$ cat src/rtl/traffic_light_monitor.sv
// traffic_light_monitor
//   Passive checker on the RGB lamp lines of a traffic light controller.
//   Decodes the lamp colour every clock, locks onto the phase sequence
//   RED -> YELLOW -> GREEN -> YELLOW -> RED and checks each phase's dwell.
//
// Ports
//   clk         clock, rising edge
//   rst         asynchronous active-high reset
//   red/green/blue  lamp lines, synchronous to clk (blue must never be lit)
//   phase       decoded colour: 00 OFF / ILLEGAL, 01 RED, 10 YELLOW, 11 GREEN
//   locked      high while tracking a valid sequence
//   cycle_done  one-cycle pulse on each correct Y2 -> RED transition
//   run_len     consecutive cycles of the current colour, including this one
//   err         one-cycle pulse on each detected error
//   err_code    last error: 0 none, 1 too short, 2 too long, 3 bad sequence,
//               4 illegal colour
//   err_count   number of errors, saturating at all-ones
//
// state | meaning
// ------+-----------------------------------------------------------
// HUNT  | not locked; waiting for a fresh red entry
// S_RED | locked, in the red phase
// S_Y1  | locked, in the yellow phase that follows red
// S_GRN | locked, in the green phase
// S_Y2  | locked, in the yellow phase that follows green

module traffic_light_monitor #(
   parameter int RED_LEN = 10,
   parameter int Y1_LEN  = 2,
   parameter int GRN_LEN = 8,
   parameter int Y2_LEN  = 5,
   parameter int CW      = 5,
   parameter int ECW     = 8
) (
   input  logic           clk,
   input  logic           rst,
   input  logic           red,
   input  logic           green,
   input  logic           blue,
   output logic [1:0]     phase,
   output logic           locked,
   output logic           cycle_done,
   output logic [CW-1:0]  run_len,
   output logic           err,
   output logic [2:0]     err_code,
   output logic [ECW-1:0] err_count
);

   typedef enum logic [2:0] {
      C_OFF = 3'd0,
      C_RED = 3'd1,
      C_YEL = 3'd2,
      C_GRN = 3'd3,
      C_ILL = 3'd4
   } colour_t;

   typedef enum logic [2:0] {
      HUNT  = 3'd0,
      S_RED = 3'd1,
      S_Y1  = 3'd2,
      S_GRN = 3'd3,
      S_Y2  = 3'd4
   } state_t;

   // Per-sample classification, shared by the next-state and output logic.
   typedef enum logic [3:0] {
      EV_STAY  = 4'd0,
      EV_ENTRY = 4'd1,
      EV_ADV   = 4'd2,
      EV_SHORT = 4'd3,
      EV_LONG  = 4'd4,
      EV_SEQ   = 4'd5,
      EV_ILL   = 4'd6,
      EV_OFF   = 4'd7
   } event_t;

   localparam logic [CW-1:0] RED_L = CW'(RED_LEN);
   localparam logic [CW-1:0] Y1_L  = CW'(Y1_LEN);
   localparam logic [CW-1:0] GRN_L = CW'(GRN_LEN);
   localparam logic [CW-1:0] Y2_L  = CW'(Y2_LEN);
   localparam logic [CW-1:0] RL_ONE = CW'(1);
   localparam logic [CW-1:0] RL_MAX = {CW{1'b1}};
   localparam logic [ECW-1:0] EC_MAX = {ECW{1'b1}};

   state_t          state, nxt_state;
   colour_t         colour, prev_colour;
   event_t          ev;

   colour_t         cur_col, succ_col;
   logic [CW-1:0]   cur_len;
   state_t          after_state;

   logic [CW-1:0]   run_len_q, run_len_nxt;
   logic [1:0]      phase_q, phase_nxt;
   logic            err_q, err_nxt;
   logic [2:0]      code_q, code_nxt;
   logic [ECW-1:0]  cnt_q;
   logic            done_q, done_nxt;

   // ---------------------------------------------------------------
   // Colour decode; any blue light wins over everything else.
   // ---------------------------------------------------------------
   always_comb begin
      colour = C_OFF;
      if (blue)
         colour = C_ILL;
      else if (red && green)
         colour = C_YEL;
      else if (red)
         colour = C_RED;
      else if (green)
         colour = C_GRN;
   end

   always_comb begin
      phase_nxt = 2'b00;
      case (colour)
         C_RED:   phase_nxt = 2'b01;
         C_YEL:   phase_nxt = 2'b10;
         C_GRN:   phase_nxt = 2'b11;
         default: phase_nxt = 2'b00;
      endcase
   end

   // Run length of the colour just sampled.
   always_comb begin
      if (colour == prev_colour)
         run_len_nxt = (run_len_q == RL_MAX) ? run_len_q : run_len_q + RL_ONE;
      else
         run_len_nxt = RL_ONE;
   end

   // ---------------------------------------------------------------
   // Phase parameters of the current state: own colour, successor
   // colour, required dwell and the state reached on a clean advance.
   // ---------------------------------------------------------------
   always_comb begin
      cur_col     = C_OFF;
      succ_col    = C_OFF;
      cur_len     = '0;
      after_state = HUNT;
      case (state)
         S_RED: begin
            cur_col = C_RED; succ_col = C_YEL; cur_len = RED_L; after_state = S_Y1;
         end
         S_Y1: begin
            cur_col = C_YEL; succ_col = C_GRN; cur_len = Y1_L;  after_state = S_GRN;
         end
         S_GRN: begin
            cur_col = C_GRN; succ_col = C_YEL; cur_len = GRN_L; after_state = S_Y2;
         end
         S_Y2: begin
            cur_col = C_YEL; succ_col = C_RED; cur_len = Y2_L;  after_state = S_RED;
         end
         default: begin
            cur_col = C_OFF; succ_col = C_OFF; cur_len = '0;    after_state = HUNT;
         end
      endcase
   end

   // run_len_q still holds the dwell before this sample, so reaching the
   // required length means the phase is complete and may not continue.
   always_comb begin
      ev = EV_STAY;
      if (colour == C_ILL)
         ev = EV_ILL;
      else if (state == HUNT)
         ev = (colour == C_RED && prev_colour != C_RED) ? EV_ENTRY : EV_STAY;
      else if (colour == C_OFF)
         ev = EV_OFF;
      else if (colour == cur_col)
         ev = (run_len_q == cur_len) ? EV_LONG : EV_STAY;
      else if (colour == succ_col)
         ev = (run_len_q == cur_len) ? EV_ADV : EV_SHORT;
      else
         ev = EV_SEQ;
   end

   // ---------------------------------------------------------------
   // FSM: state register
   // ---------------------------------------------------------------
   always_ff @(posedge clk or posedge rst) begin
      if (rst)
         state <= HUNT;
      else
         state <= nxt_state;
   end

   // FSM: next state
   always_comb begin
      nxt_state = state;
      case (ev)
         EV_ENTRY: nxt_state = S_RED;
         EV_STAY:  nxt_state = state;
         EV_ADV:   nxt_state = after_state;
         default:  nxt_state = HUNT;
      endcase
   end

   // FSM: outputs for this sample
   always_comb begin
      err_nxt  = 1'b0;
      code_nxt = code_q;
      done_nxt = 1'b0;
      case (ev)
         EV_SHORT: begin err_nxt = 1'b1; code_nxt = 3'd1; end
         EV_LONG:  begin err_nxt = 1'b1; code_nxt = 3'd2; end
         EV_SEQ:   begin err_nxt = 1'b1; code_nxt = 3'd3; end
         EV_ILL:   begin err_nxt = 1'b1; code_nxt = 3'd4; end
         EV_ADV:   done_nxt = (state == S_Y2);
         default: ;
      endcase
   end

   // ---------------------------------------------------------------
   // Registered report outputs
   // ---------------------------------------------------------------
   always_ff @(posedge clk or posedge rst) begin
      if (rst) begin
         prev_colour <= C_OFF;
         run_len_q   <= '0;
         phase_q     <= 2'b00;
         err_q       <= 1'b0;
         code_q      <= 3'd0;
         cnt_q       <= '0;
         done_q      <= 1'b0;
      end else begin
         prev_colour <= colour;
         run_len_q   <= run_len_nxt;
         phase_q     <= phase_nxt;
         err_q       <= err_nxt;
         code_q      <= code_nxt;
         done_q      <= done_nxt;
         if (err_nxt && cnt_q != EC_MAX)
            cnt_q <= cnt_q + 1'b1;
      end
   end

   assign phase      = phase_q;
   assign locked     = (state != HUNT);
   assign cycle_done = done_q;
   assign run_len    = run_len_q;
   assign err        = err_q;
   assign err_code   = code_q;
   assign err_count  = cnt_q;

endmodule

$ cat config.mk
export PLATFORM = sky130hd
export DESIGN_NAME = traffic_light_monitor
export DESIGN_NICKNAME = d
export VERILOG_FILES = /design/src/rtl/traffic_light_monitor.sv
export SDC_FILE = /design/constraint.sdc
export NUM_CORES = 1
export LEC_CHECK = 0
export CORE_MARGIN = 8
export CORE_UTILIZATION = 35
export CTS_BUF_LIST = sky130_fd_sc_hd__clkbuf_2
export DETAILED_ROUTE_END_ITERATION = 8
export DONT_BUFFER_PORTS = 1
export GPL_TIMING_DRIVEN = 0
export HOLD_SLACK_MARGIN = 0.06
export PLACE_DENSITY = 0.52
export SYNTH_ARGS = -nofsm -noshare
export SYNTH_HDL_FRONTEND = slang
export SYNTH_SLANG_ARGS = --single-unit
$ cat constraint.sdc
create_clock -name clk -period 3.7 [get_ports clk]
set_input_delay 0.74 -clock clk [delete_from_list [all_inputs] [get_ports clk]]
set_output_delay 0.74 -clock clk [all_outputs]
set_load 0.05 [all_outputs]
==> results.yml <==
sta:
  relSlewSlack_pct: 38.1
  setup_violations: 0
  hold_viol_final: 0
  tightest_slew_ns: 0.927
  tns_ns: 0
  rsz0062_at_grt: "no"
  skew_ns: 0.00597
  fin_crit_ns: 2.88
  period_share_pct: 77.9
  fmax_ghz: 0.347
  report.final.slew_viol_count: 0
grt:
  track_usage_pct: 10.6
  overflow: 0
  antenna_found_initial: 0
  first_global_vias: 1291
  grt_pass1_wl_um: 6360
  grt_max_degree: 26
floorplanning:
  die_w_um: 84.2
  io_pins: 26
  rows: 25
  dieArea_um2: 7090
  die_h_um: 84.2
  core_um2: 4600
  start_util_pct: 35.4
clock_network:
  cts_resized: 0
  root_buffer: "clkbuf_2"
  clkTransAtPathRegs_ns: 0.24
  h-tree-depth: 1
  cts_tree: "done"
  postCtsSetupBuffers: 0
  cts_buffers: 3
  hold_buffers: 0
  cts_sinks: 25
  worstSkewPairLatency_ns: 0.35
  clk_path_buf_depth: 2
yosys:
  dominantRegCellSynth: "dfrtp_1"
  synthesis.area_um2: 1630
  synth_edf_count: 0
  syn_nets: 180
  synth_area_leaders: "dfrtp_1 (38%), xnor2_1 (7.0%), nor2_1 (5.1%), ha_1 (3.8%), o211ai_1 (2.8%)"
  yosys.area.top_type_share_pct: 38.4
  async_reset_ff_share_pct: 100
  syn_inst: 170
  yosys_warnings: 0
  yosysTopAreaCell: "dfrtp_1"
  avgSynthCellArea_um2: 9.58
  synth-seq-cells: 25
  ys_types: 57
  synth_seq_area_share_pct: 38.4
routing:
  dr.pass1.iters: 4
  met1Wirelength_um: 1700
  vias: 1261
  dr.first_iter.drc_count: 55
  wl_met3_um: 313
  top_layer_used: "met4"
  wl_met2_um: 1610
  wl_per_cell_um: 15.9
  viasPerCell: 5.53
  wl_um: 3640
  drc: 0
  postRouteAntennaNets: 0
worst_setup_path:
  arrival_ns: 3.16
  crit_slowest_cell: "or4b_4"
  crit_path_cell_trace: "or3b_2 > mux2i_1 > or4b_4 > o31ai_4 > xnor2_2 > o2111ai_2 > mux2_1"
  worstSetupEndpointType: "flip-flop"
  crit_type: "reg2reg"
  startpoint_type: "flip-flop"
  crit_family: "simple AND/OR/NAND/NOR gates"
  path_max_fanout: 8
  worst_path_largest_cell_delay_ns: 0.60
  critPathRequiredTime_ns: 3.97
  worst-path-buf-inv: 0
  rrSetupSlack_ns: 0.82
worst_hold_path:
  hp-class: "in2reg"
outcome:
  status: "completed"
pwr:
  vdd_drop_max_mv: 0.325
  power_density_nw_per_um2: 571
  leakage_nw: 0.732
place:
  post-dp-hpwl_um: 2780
  port_buffers: 0
  post_dp_cell_area_um2: 1700
  routabilityCongestion: 0.834
cells_and_area:
  drive_gt1_share_pct: 12.1
  stdcell_area_um2: 1720
  syn_to_final_growth_pct: 5.53
  finalNetCount: 185
  antenna_cells: 0
job:
  maxCapViolCount: 0
kinds of logic (layout without fill, tap and decap cells):
| kind of cell | after synthesis | after routing | synth area share (%) |
|---|---|---|---|
| compound gates | 40 | 40 | 20.1 |
| xor+xnor | 17 | 17 | 9.61 |
| fa+ha+maj | 5 | 5 | 3.84 |
| buf+inv | 17 | 21 | 4.53 |
| flops | 25 | 25 | 38.4 |
| mux | 6 | 6 | 3.92 |
| simple gates | 60 | 60 | 19.5 |
final timing paths:
path                           startpoint        endpoint  cells past startpoint
hold / removal                       blue  prev_colour[2]                      0
max in group asynchronous             rst    err_count[6]                      1
min in group asynchronous             rst      run_len[4]                      1
setup / recovery                 state[0]    err_count[7]                      7
hold reg to reg            prev_colour[2]      run_len[0]                      2
setup reg to reg                 state[0]    err_count[7]                      7
cells in the final DEF (no fill, tap or decap), drive strengths merged, types with 3 or more instances in the layout:
cell type  synthesis  layout
xor2               3       3
clkbuf             3       6
o211ai             6       6
inv                7       7
mux2i              3       3
ha                 5       5
nor2              23      23
mux2               3       3
nand3              5       5
o21ai              4       4
nand2              7       7
dfrtp             25      25
nor3               5       5
nand2b             3       3
buf                7       7
and3               3       3
a21oi              7       7
xnor2             14      14
worst reg2reg max path: cells and delay by family, from the launching register on:
family | cells | cell delay, ns
compound gates | 2 | 0.46
xor+xnor | 1 | 0.25
flops | 1 | 0.52
mux | 2 | 0.49
simple gates | 2 | 1.11
report_power, final:
part / switching [W] / internal (W) / leakage, nW / total [W]
clock network: 0.0000846 / 0.0000251 / 0.0126 / 0.000110
registers: 0.000259 / 0.000326 / 0.319 / 0.000585
logic: 0.000163 / 0.000123 / 0.400 / 0.000287
final cells by class:
class,count,area (um^2)
Clock inverter,1,7.51
Buffer,10,47.5
Multi-Input combinational cell,128,928
Fill cell,487,2880
Inverter,7,26.3
Sequential cell,25,626
Tap cell,54,67.6
Clock buffer,3,15.0
state kept, by name, indices dropped and copies added, names as in the netlist:
| signal | count |
|---|---|
| state | 3 |
| phase | 1 |
| err_count | 8 |
| prev_colour | 3 |
| err_code | 3 |
| err | 1 |
| run_len | 5 |
| cycle_done | 1 |
metrics by stage:
| stage | setup WS (ns) | std cells | utilization (%) | hold WS [ns] | power (W) |
|---|---|---|---|---|---|
| global placement | 0.478 | 224 | 36.9 | 0.577 | 0.000876 |
| detailed placement | 0.399 | 224 | 36.9 | 0.593 | 0.000884 |
| finish | 0.817 | 228 | 37.4 | 0.376 | 0.000982 |
| floorplan | 0.810 | 170 | - | 0.557 | 0.000813 |
| CTS | 0.806 | 228 | 37.4 | 0.354 | 0.000996 |
| global route | 0.629 | 228 | 37.4 | 0.301 | 0.00106 |
routing by layer:
metal / track usage (%) / vias to the layer above
li1: - / 618
met1: 13.5 / 615
met2: 16.1 / 26
met3: 5.13 / 2
met4: 1.41 / 0
met5: 0 / -
synthesized netlist by cell type, drive strengths merged, types with 4 or more instances:
library cell,count
nand2,7
inv,7
nand3,5
buf,7
dfrtp,25
a21oi,7
o211ai,6
o21ai,4
nor2,23
ha,5
nor3,5
xnor2,14
No activity file was read; power rests on OpenSTA's default activity.
